## src/rtl/core101_pkg.sv

```systemverilog
// Shared definitions for the core101 fetch path.
// Holds the PC-source select encodings, the fetch FSM state type, the
// NOP instruction loaded into the IR at reset and the default XLEN.
package core101_pkg;

    localparam int XLEN_DEFAULT = 32;

    localparam logic [1:0] PC_SEL_SEQ    = 2'b00;
    localparam logic [1:0] PC_SEL_BRANCH = 2'b01;
    localparam logic [1:0] PC_SEL_JUMP   = 2'b10;
    localparam logic [1:0] PC_SEL_RESET  = 2'b11;

    localparam logic [31:0] INS_NOP = 32'h0000_0013;

    typedef enum logic [1:0] {
        FETCH_IDLE = 2'b00,
        FETCH_REQ  = 2'b01,
        FETCH_WAIT = 2'b10
    } fetch_state_e;

endpackage

```

## src/rtl/pc_next_mux.sv

```systemverilog
// Combinational next-PC select.
// Ports:
//   pc            current PC
//   sel           PC source (seq / branch / jump / reset vector)
//   branch_target branch target address
//   jump_target   jump target address
//   next_pc       selected next PC (sequential path wraps modulo 2^XLEN)
module pc_next_mux
    import core101_pkg::*;
#(
    parameter int               XLEN         = XLEN_DEFAULT,
    parameter logic [XLEN-1:0]  RESET_VECTOR = '0,
    parameter int               PC_INC       = 4
) (
    input  logic [XLEN-1:0] pc,
    input  logic [1:0]      sel,
    input  logic [XLEN-1:0] branch_target,
    input  logic [XLEN-1:0] jump_target,
    output logic [XLEN-1:0] next_pc
);

    always_comb begin
        next_pc = pc + XLEN'(PC_INC);
        case (sel)
            PC_SEL_SEQ:    next_pc = pc + XLEN'(PC_INC);
            PC_SEL_BRANCH: next_pc = branch_target;
            PC_SEL_JUMP:   next_pc = jump_target;
            PC_SEL_RESET:  next_pc = RESET_VECTOR;
            default:       next_pc = pc + XLEN'(PC_INC);
        endcase
    end

endmodule

```

## src/rtl/fetch_unit.sv

```systemverilog
// Instruction-fetch datapath: PC and IR registers, next-PC select and a
// request/grant/response handshake with instruction memory.
// Ports:
//   fetch_unit_clock_in / fetch_unit_reset_n_in   clock, async active-low reset
//   fetch_unit_pc_set_val_in    load PC from the next-PC mux
//   fetch_unit_ir_set_val_in    start a fetch at the current PC
//   fetch_unit_pc_mux_sel_in    PC source select
//   fetch_unit_branch_target_in / fetch_unit_jump_target_in   PC sources
//   fetch_unit_mem_req_out / _addr_out / _gnt_in / _rvalid_in / _rdata_in
//                               instruction memory port
//   fetch_unit_pc_out / fetch_unit_ir_out   architectural PC and IR
//   fetch_unit_ins_data_out     IR[6:0] opcode to the control unit
//   fetch_unit_ins_valid_out    one-cycle pulse after the IR loads
//   fetch_unit_busy_out         fetch outstanding
//   fetch_unit_fault_out        one-cycle pulse on a misaligned fetch attempt
module fetch_unit
    import core101_pkg::*;
#(
    parameter int               XLEN         = XLEN_DEFAULT,
    parameter logic [XLEN-1:0]  RESET_VECTOR = '0,
    parameter int               PC_INC       = 4
) (
    input  logic            fetch_unit_clock_in,
    input  logic            fetch_unit_reset_n_in,
    input  logic            fetch_unit_pc_set_val_in,
    input  logic            fetch_unit_ir_set_val_in,
    input  logic [1:0]      fetch_unit_pc_mux_sel_in,
    input  logic [XLEN-1:0] fetch_unit_branch_target_in,
    input  logic [XLEN-1:0] fetch_unit_jump_target_in,
    output logic            fetch_unit_mem_req_out,
    output logic [XLEN-1:0] fetch_unit_mem_addr_out,
    input  logic            fetch_unit_mem_gnt_in,
    input  logic            fetch_unit_mem_rvalid_in,
    input  logic [31:0]     fetch_unit_mem_rdata_in,
    output logic [XLEN-1:0] fetch_unit_pc_out,
    output logic [31:0]     fetch_unit_ir_out,
    output logic [6:0]      fetch_unit_ins_data_out,
    output logic            fetch_unit_ins_valid_out,
    output logic            fetch_unit_busy_out,
    output logic            fetch_unit_fault_out
);

    fetch_state_e    state, state_next;
    logic [XLEN-1:0] pc, next_pc, fetch_addr;
    logic [31:0]     ir;
    logic            ins_valid, fault;
    logic            start_fetch, misaligned, load_ir;

    pc_next_mux #(
        .XLEN         (XLEN),
        .RESET_VECTOR (RESET_VECTOR),
        .PC_INC       (PC_INC)
    ) u_pc_next_mux (
        .pc            (pc),
        .sel           (fetch_unit_pc_mux_sel_in),
        .branch_target (fetch_unit_branch_target_in),
        .jump_target   (fetch_unit_jump_target_in),
        .next_pc       (next_pc)
    );

    always_comb begin
        state_next  = state;
        start_fetch = 1'b0;
        misaligned  = 1'b0;
        load_ir     = 1'b0;
        case (state)
            FETCH_IDLE: begin
                if (fetch_unit_ir_set_val_in) begin
                    if (pc[1:0] == 2'b00) begin
                        start_fetch = 1'b1;
                        state_next  = FETCH_REQ;
                    end else begin
                        misaligned = 1'b1;
                    end
                end
            end
            FETCH_REQ: begin
                if (fetch_unit_mem_gnt_in) begin
                    // Grant and data in the same cycle completes immediately.
                    if (fetch_unit_mem_rvalid_in) begin
                        load_ir    = 1'b1;
                        state_next = FETCH_IDLE;
                    end else begin
                        state_next = FETCH_WAIT;
                    end
                end
            end
            FETCH_WAIT: begin
                if (fetch_unit_mem_rvalid_in) begin
                    load_ir    = 1'b1;
                    state_next = FETCH_IDLE;
                end
            end
            default: state_next = FETCH_IDLE;
        endcase
    end

    always_ff @(posedge fetch_unit_clock_in or negedge fetch_unit_reset_n_in) begin
        if (!fetch_unit_reset_n_in) begin
            state      <= FETCH_IDLE;
            pc         <= RESET_VECTOR;
            ir         <= INS_NOP;
            fetch_addr <= RESET_VECTOR;
            ins_valid  <= 1'b0;
            fault      <= 1'b0;
        end else begin
            state     <= state_next;
            ins_valid <= load_ir;
            fault     <= misaligned;
            // The fetch latches the pre-update PC, so a simultaneous
            // pc_set does not affect the address being fetched.
            if (start_fetch)              fetch_addr <= pc;
            if (fetch_unit_pc_set_val_in) pc         <= next_pc;
            if (load_ir)                  ir         <= fetch_unit_mem_rdata_in;
        end
    end

    assign fetch_unit_mem_req_out   = (state == FETCH_REQ);
    assign fetch_unit_mem_addr_out  = fetch_addr;
    assign fetch_unit_pc_out        = pc;
    assign fetch_unit_ir_out        = ir;
    assign fetch_unit_ins_data_out  = ir[6:0];
    assign fetch_unit_ins_valid_out = ins_valid;
    assign fetch_unit_busy_out      = (state != FETCH_IDLE);
    assign fetch_unit_fault_out     = fault;

endmodule

```

## config.mk

```make
export PLATFORM = sky130hd
export DESIGN_NAME = fetch_unit
export DESIGN_NICKNAME = d
export VERILOG_FILES = /design/src/rtl/core101_pkg.sv /design/src/rtl/pc_next_mux.sv /design/src/rtl/fetch_unit.sv
export SDC_FILE = /design/constraint.sdc
export NUM_CORES = 1
export LEC_CHECK = 0
export CORE_MARGIN = 5
export CORE_UTILIZATION = 46
export CTS_BUF_LIST = sky130_fd_sc_hd__clkbuf_4 sky130_fd_sc_hd__clkbuf_8 sky130_fd_sc_hd__clkbuf_16
export CTS_CLUSTER_SIZE = 30
export DETAILED_ROUTE_END_ITERATION = 16
export GPL_TIMING_DRIVEN = 0
export PLACE_DENSITY_LB_ADDON = 0.05
export SLEW_MARGIN = 10
export SYNTH_ARGS = -nofsm -noshare
export SYNTH_HDL_FRONTEND = slang
export SYNTH_SLANG_ARGS = --single-unit
```

## constraint.sdc

```tcl
create_clock -name fetch_unit_clock_in -period 6.2 [get_ports fetch_unit_clock_in]
set_input_delay 0.62 -clock fetch_unit_clock_in [delete_from_list [all_inputs] [get_ports fetch_unit_clock_in]]
set_output_delay 0.62 -clock fetch_unit_clock_in [all_outputs]
set_load 0.01 [all_outputs]
```

; Yosys cells after proc, flatten, opt, wreduce, memory -nomap -nowiden
; Cells that the tools add are included.
[classes]
add_sub_neg = 1
n_mul = 0
div = 0
magnitude_cmp = 0
eq_ne = 9
shift = 0
n_mux = 16
bitwise = 0
reduce_logical = 5
[ops]
columns = operator, n
row1 = $pmux W32 S4, 1
row2 = $add A32 B3 Y32 const B, 1
row3 = $mux W2, 5
row4 = $mux W1, 8
row5 = $eq A2 B2 Y1 const B, 3
row6 = $logic_not A2 Y1, 3
row7 = $ne A2 B2 Y1 const B, 3
row8 = $pmux W2 S3, 1
row9 = $eq A2 B1 Y1 const B, 2
row10 = $reduce_and A4 Y1, 1
row11 = $ne A2 B1 Y1 const B, 1
row12 = $pmux W1 S2, 1
row13 = $reduce_bool A2 Y1, 1
[totals]
reg_bits = 100
latchBits = 0
ramBits = 0
rom_bits = 0
in_bits = 104
output_inout_bits = 107
wordCells = 37
memories = 0

; Longest topological paths before layout
; Gate-level depths: netlist (run 1).
[depth]
word_depth = 4
mapped_depth = 8
depth_no_buf = 6

; Hierarchy
; Synthesis (run 1) repeated with hierarchy kept, for this count alone.
[hier_totals]
cells_unflattened = 428
area_unflattened_um2 = 5027.3
[by_module_without_submodules]
columns = module, n_inst, cells_each, area_each_um2, seq_area_each_um2
row1 = fetch_unit, 1, 234, 3819.9, 2506.2
row2 = pc_next_mux, 1, 194, 1207.4, 0.0

; Worst setup path before layout (run 1)
; No wires, ideal clock.
[synth_timing]
kind = input -> register
start = input fetch_unit_pc_mux_sel_in[0]
end = register pc[28] (netlist: fetch_unit_pc_out[28])
setup_time_ns = 0.066
arrival_time_ns = 2.163
t_required_ns = 6.134
setup_slack_ns = 3.971
path_stages = 6
n_path_buf = 2
cell_sequence = clkbuf_1 > or2_2 > clkbuf_1 > or4_1 > o31ai_1 > a22o_1
[synth_via]
elab_chain_cells = 2
word_cells_on_any_way = 5
classes_between = eq/ne: 3 / mux: 1 / reduce/logical: 1
[synth_rtl]
columns = item, line
row1 = "start, declared", fetch_unit.sv:27  ; input logic [1:0] fetch_unit_pc_mux_sel_in,
row2 = "$eq A2 B2 Y1, or another cell as far along", pc_next_mux.sv:24  ; case (sel)
row3 = $pmux W32 S4 *, pc_next_mux.sv:24
row4 = "end signal, assigned", fetch_unit.sv:113  ; if (fetch_unit_pc_set_val_in) pc <= next_pc;
row5 = "end, declared", fetch_unit.sv:44  ; logic [XLEN-1:0] pc, next_pc, fetch_addr;
; Mark *: on every way between the ends. The rest lies on a longest branch, timed or not.
; A chain may end at the register's enable or synchronous reset.

; Worst setup path after layout (run 1)
[layout_timing]
start = input fetch_unit_pc_mux_sel_in[1]
end = register pc[20] (netlist: fetch_unit_pc_out[20])
; The elaborated chain is that of the path after synthesis.

==> results of run 1 <==
## layout by cell type (no fill, tap or decap), drive strengths merged, types with 4 or more instances in the layout
master / Yosys / routed
o41ai: 4 / 4
inv: 10 / 11
or4: 5 / 5
clkdlybuf4s50: 0 / 207
nand4: 6 / 6
nand3: 15 / 15
ha: 4 / 4
nor2b: 4 / 4
a21o: 6 / 6
mux2: 63 / 63
o21ai: 25 / 25
nand2: 28 / 28
and3: 7 / 7
dfrtp: 97 / 97
nor2: 12 / 12
a22oi: 17 / 17
nor4: 6 / 6
o31ai: 10 / 10
a22o: 15 / 15
a221oi: 4 / 4
nor3: 11 / 11
a21oi: 12 / 12
buf: 13 / 15
clkbuf: 23 / 33
## power by group through the flow
stage               Combinational [mW]  Sequential [mW]  Clock (mW)
finish                            1.17             1.04       0.510
global placement                  1.16             1.03           0
floorplan                        0.393             1.14           0
detailed placement                1.19             1.06           0
global route                      1.25             1.08       0.543
CTS                               1.19             1.04       0.520
## how the worst max path moves through the flow
stage,slack (ns),endpoint,startpoint,cells past startpoint
final,3.58,fetch_unit_pc_out[20],fetch_unit_pc_mux_sel_in[1],6
after detailed placement,3.23,fetch_unit_mem_addr_out[14],fetch_unit_ir_set_val_in,5
after floorplan,3.97,fetch_unit_pc_out[28],fetch_unit_pc_mux_sel_in[0],6
after CTS,3.62,fetch_unit_mem_addr_out[14],fetch_unit_ir_set_val_in,5
after global routing,3.41,fetch_unit_pc_out[8],fetch_unit_pc_mux_sel_in[1],6
after global placement,0.61,fetch_unit_ir_out[25],fetch_unit_reset_n_in,1
## final cells by class
type / instances / area (um^2) / area share, %
Tap cell: 136 / 170.2 / 2.290
Buffer: 36 / 188.9 / 2.543
Inverter: 10 / 37.54 / 0.5052
Clock buffer: 10 / 131.4 / 1.768
Clock inverter: 6 / 112.6 / 1.516
Timing Repair Buffer: 209 / 2111 / 28.41
Multi-Input combinational cell: 291 / 2172 / 29.24
Sequential cell: 100 / 2506 / 33.73
## sequential cells by signal, indices dropped and copies added, names as in the netlist
name                      flops
fetch_unit_fault_out          1
fetch_unit_ins_valid_out      1
fetch_unit_ir_out            32
fetch_unit_mem_addr_out      32
fetch_unit_pc_out            32
state                         2
## layer usage
metal	vias up	wire [um]	global-route usage, %
met3	36	1288	6.310
met1	2320	6512	32.06
li1	2078	-	-
met2	228	8018	41.67
met5	-	0	0
met4	0	340	9.615
## cells by family (layout without fill, tap and decap cells)
group | Yosys count | count (layout) | synth area share (%)
mux | 64 | 64 | 14.67
fa+ha+maj | 4 | 4 | 1.020
simple gates | 105 | 105 | 11.28
flops | 100 | 100 | 51.10
compound gates | 118 | 118 | 17.32
buf+inv | 46 | 271 | 4.617
## through the flow
stage / instance area, um^2 / utilization, % / power (mW) / hold WS, ns / std cells
after floorplan: 4905 / - / 1.529 / 0.3244 / 437
after global placement: 7157 / 69.02 / 2.191 / 0.4835 / 781
after detailed placement: 7186 / 69.29 / 2.241 / 0.4955 / 782
after CTS: 7430 / 71.65 / 2.753 / 0.1362 / 798
after global routing: 7430 / 71.65 / 2.874 / 0.1492 / 798
final: 7430 / 71.65 / 2.725 / 0.1358 / 798
==> out/results.tsv, run 1 <==
metric	value	unit
timing.reg2reg.worst_path_depth	6	
worst_path_largest_cell_delay	0.62	ns
wire_length_of_the_first_global_routing_pass	25630	um
tritoncts	built	
antenna_violating_nets_post_route	0	
fillCellCount	798	
regToRegStartpoint	state[0]	
p_leak	3.027	nW
die_y	113.3	um
synth.cells.most_frequent	dfrtp_1, mux2_2, nand2_1	
timing.fmax	381.4	MHz
cell_chain_critical_path	clkdlybuf4s50_1, and2b_1, clkbuf_1, clkbuf_1, a222oi_1, o2bb2ai_1	
swShare	30.57	%
run_status	complete, no violations	
vdd_drop_max	284.1	uV
design.final.nets	765	
power.share.combinational	43.0	%
clk_latency	0.38	ns
grt_start_max_net_pins	64	
setup_total_negative_slack	0	ns
min_period_over_period	42.29	%
synth_top_area_share	49.49	%
max_slew.worst_pin.slew	0.8207	ns
detail_route.drc_violations	0	
critical_path_class	primary input to flip-flop	
die_area	12830	um^2
yosysWarningCount	0	
min_period	2.622	ns
number_of_global_route_vias_before_repair	4949	
timing.critical_path.mode_cell	clkbuf_1	
drv_slew	0	
drt_iter0_drc	444	
netlist_top_cells_area	dfrtp_1, mux2_2, a22oi_1	
cp_data_required_time	6.50	ns
rrSetupSlack	3.69	ns
rows	37	
global_route.overflow_total	0	
top_level_ports	211	
maxCapViolations	0	
clk_transition_reported_paths	0.10	ns
yosysSeqAreaShare	51.10	%
h-tree-depth	3	
clock_sinks	100	
synth-edff-count	0	
synth_cells	437	
crit_family	buffers and inverters	
ys_types	54	
routed_vias_inst	5.842	
ys_seq_elements	100	
flow.area_growth_from_synthesis	51.48	%
worstSetupStartpointType	primary input	
power.net_switching	832.8	uW
synth_nets	545	
post-synth-top-count-cell	dfrtp_1	
buffer_ports.inserted	208	
floorplan.die.width	113.3	um
routedWlPerCell	20.25	um
diodes	0	
synth_largest_area_cell	dfrtp_1	
total_half_perimeter_wirelength_after_legalization_and_detailed_placement	12120	um
drt_first_pass_iters	5	
cts_hold_buffers_added	0	
hold_path_class	primary input to asynchronous set/reset pin	
clkPwrFrac	18.7	%
post_synth_design_cell_area	4905	um^2
routabilityCongestion	0.9111	
clock-root-buffer	clkbuf_8	
leading_register_cell_type_out_of_synthesis	dfrtp_1	
timing.critical_path.slowest_stage_cell	clkbuf_1	
async_reset_ff_share	100.0	%
dp_slack	3.225	ns
report.final.setup_viol	0	
setup.worst_path.end_class	flip-flop	
syn_area_per_cell	11.22	um^2
fin_skew	0.01507	ns
finalWirelength	16160	um
fp.coreArea	10370	um^2
cts.repair_timing.setup_buffer_count	0	
crit_arrival	2.93	ns
p_int	1.892	mW
initial_core_util	47.30	%
cts-root-to-sink-buffers	2	
timing.slew.headroom	44.87	%
timing.rr.end	fetch_unit_mem_addr_out[14]	
power.density_cell_area	366.7	nW/um^2
rsz0062_at_grt	false	
gr-usage-all-layers	25.26	%
via_count	4662	
ctsResizeCount	0	
hold_viol	0	
post_route_cells_drive_above_1_share	15.86	%
antenna_found_initial	0	
sequentialPowerShare	38.2	%
cts-buffers-inserted	9	
timing.final.ws_setup	3.578	ns
worstPathMaxFanout	10	
critical_path.n_buffers_inverters	3	
Note: power is estimated with default switching activity, not from simulation.
==> inputs of run 2 (changes only) <==
CORE_UTILIZATION = 39   (was 46)
clock period = 2.2 ns   (was 6.2 ns; I/O delays follow)
==> run 2 against run 1 <==
  * Combinational power grew to 2.9 times the previous value
  * Cell count is 6.1% higher
  * Critical path depth stayed put
  * Largest cell class unchanged
  * Highest routed layer unchanged
==> out/results.tsv, run 2 (same netlist as run 1, synthesis figures left out) <==
metric	value	unit	change
cell_chain_critical_path	nand2_2, or3_4, or4_4, buf_6, o31a_1, o31a_1		
rsz0062_at_grt	false		
power.density_cell_area	1042	nW/um^2	+180%
clock_sinks	100		unchanged
number_of_global_route_vias_before_repair	4821		-2.6%
drt_first_pass_iters	4		-1
buffer_ports.inserted	208		unchanged
gr-usage-all-layers	22.86	%	-2.4 points
cts-buffers-inserted	9		unchanged
diodes	0		unchanged
wire_length_of_the_first_global_routing_pass	26280	um	+2.5%
finalWirelength	16880	um	+4.4%
fillCellCount	1085		+36%
hold_viol	0		unchanged
post-place-cells	818		+4.6%
regToRegStartpoint	fetch_unit_pc_out[11]		
timing.critical_path.slowest_stage_cell	or4_4		
multi_input_comb_area	2221	um^2	+2.2%
worst_path_largest_cell_delay	0.52	ns	-0.10 ns
timing.critical_path.mode_cell	o31a_1		
wl_met3	1505	um	+17%
seqCellArea	2517	um^2	+0.45%
post-layout-total-power	8.062	mW	+200%
mostFrequentLayoutCells	clkdlybuf4s50_1, dfrtp_1, mux2_2, nand2_1, o21ai_0		
vdd_drop_max	521.4	uV	+84%
fp.coreArea	12470	um^2	+20%
grt_start_max_net_pins	73		+14%
routabilityCongestion	0.8618		-5.4%
detail_route.drc_violations	0		unchanged
hold_path_class	primary input to flip-flop		
post_route_cells_drive_above_1_share	21.78	%	+5.9 points
timing.slew.headroom	52.48	%	+7.6 points
die_area	14920	um^2	+16%
cts-root-to-sink-buffers	2		unchanged
timing.fmax	462.2	MHz	
floorplan.die.width	122.1	um	+7.8%
min_period_over_period	98.34	%	
antenna_found_initial	0		unchanged
cp_data_required_time	2.44	ns	-4.06 ns
routedWlPerCell	19.92	um	-1.6%
top_level_ports	211		unchanged
die_y	122.1	um	+7.8%
design.final.nets	778		+1.7%
run_status	complete, no violations		
worstPathMaxFanout	6		-4
final_cell_count_no_fill	847		+6.1%
report.final.setup_viol	0		unchanged
total_half_perimeter_wirelength_after_legalization_and_detailed_placement	12170	um	+0.45%
startpoint	fetch_unit_pc_out[11]		
antenna_violating_nets_post_route	0		unchanged
power.share.combinational	41.9	%	-1.1 points
fin_skew	0.006131	ns	-0.008941 ns
route.top_layer_used	met4		
initial_core_util	39.35	%	-8.0 points
max_slew.worst_pin.slew	0.7129	ns	-0.1078 ns
p_leak	3.169	nW	+4.7%
h-tree-depth	3		unchanged
clkPwrFrac	21.8	%	+3.1 points
power.net_switching	2.425	mW	+190%
global_route.overflow_total	0		unchanged
timing.final.ws_setup	0.03654	ns	-3.542 ns
clk_transition_reported_paths	0.07	ns	-0.03 ns
routed_vias_inst	5.477		-6.2%
clock-root-buffer	clkbuf_16		
dp_slack	-0.3424	ns	-3.568 ns
worstSetupStartpointType	flip-flop		
drt_iter0_drc	283		-36%
detailroute.wirelength.met2	7921	um	-1.2%
flow.area_growth_from_synthesis	57.76	%	
drv_slew	0		unchanged
clk_latency	0.35	ns	-0.03 ns
mostFrequentLayoutCell	clkdlybuf4s50_1		
critical_path_class	flip-flop to flip-flop		
drt-met1-wl	7090	um	+8.9%
final_core_util	62.07	%	-9.6 points
setup.worst_path.end_class	flip-flop		
via_count	4639		-0.49%
tritoncts	built		
p_int	5.638	mW	+200%
min_period	2.163	ns	
crit_arrival	2.40	ns	-0.53 ns
rows	41		+11%
sequentialPowerShare	36.2	%	-2.0 points
swShare	30.07	%	-0.49 points
maxCapViolations	0		unchanged
hold_start	fetch_unit_pc_set_val_in		
run 2: power by group through the flow:
stage               Sequential (mW)  Clock [mW]  Combinational (mW)
global route                   3.02        1.88                3.62
detailed placement             2.97           0                3.33
floorplan                      3.20           0                1.11
global placement               2.92           0                3.28
finish                         2.92        1.76                3.38
CTS                            2.93        1.80                3.40
run 2: per-layer routing:
metal | global-route usage [%] | up-vias
met5 | 0 | -
met4 | 7.558 | 0
met3 | 7.382 | 23
met2 | 35.57 | 201
met1 | 30.29 | 2304
li1 | - | 2111
run 2: critical path, delay by kind of cell (launching register included):
| family | cells | cell delay, ns |
|---|---|---|
| simple gates | 3 | 0.99 |
| buf+inv | 1 | 0.15 |
| flops | 1 | 0.40 |
| compound gates | 2 | 0.51 |
run 2: per-stage QoR:
| step | setup TNS (ns) | hold slack, ns | instance area, um^2 |
|---|---|---|---|
| after floorplan | 0 | -0.07559 | 4907 |
| after global placement | -318.43 | 0.4832 | 7204 |
| after detailed placement | -11.39 | 0.1166 | 7233 |
| after CTS | 0 | 0.2307 | 7657 |
| after global routing | 0 | 0.2411 | 7737 |
| final | 0 | 0.2368 | 7737 |
run 2: what timing repair did:
action                     in CTS  in global routing
resized for setup              11                 22
buffers inserted                9                  4
setup endpoints to repair      52                 27
hold buffers                    1                  0
pin swaps                       1                  3
hold endpoints to repair       28                  0
run 2: layout make-up:
class | instances | area share [%]
well taps | 172 | 2.781
plain buffers | 35 | 2.603
multi-input cells | 291 | 28.70
repair buffers | 223 | 28.67
clock buffers | 10 | 3.089
inverters | 10 | 0.4851
flip-flops and latches | 100 | 32.54
clock inverters | 6 | 1.132
run 2: final timing paths:
path                                          endpoint  slack [ns]  cells past startpoint
min in group asynchronous  fetch_unit_mem_addr_out[24]        0.30                      2
setup / recovery                 fetch_unit_pc_out[29]        0.04                      6
max in group asynchronous         fetch_unit_ir_out[1]        1.21                      3
setup reg to reg                 fetch_unit_pc_out[29]        0.04                      6
hold / removal                   fetch_unit_pc_out[23]        0.24                      3
hold reg to reg             fetch_unit_mem_addr_out[0]        0.50                      1
==> inputs of run 3 (changes only) <==
CTS_CLUSTER_SIZE = not set   (was 30)
==> results of run 3 <==
The final DEF is identical to that of run 2; final timing and power are the same.
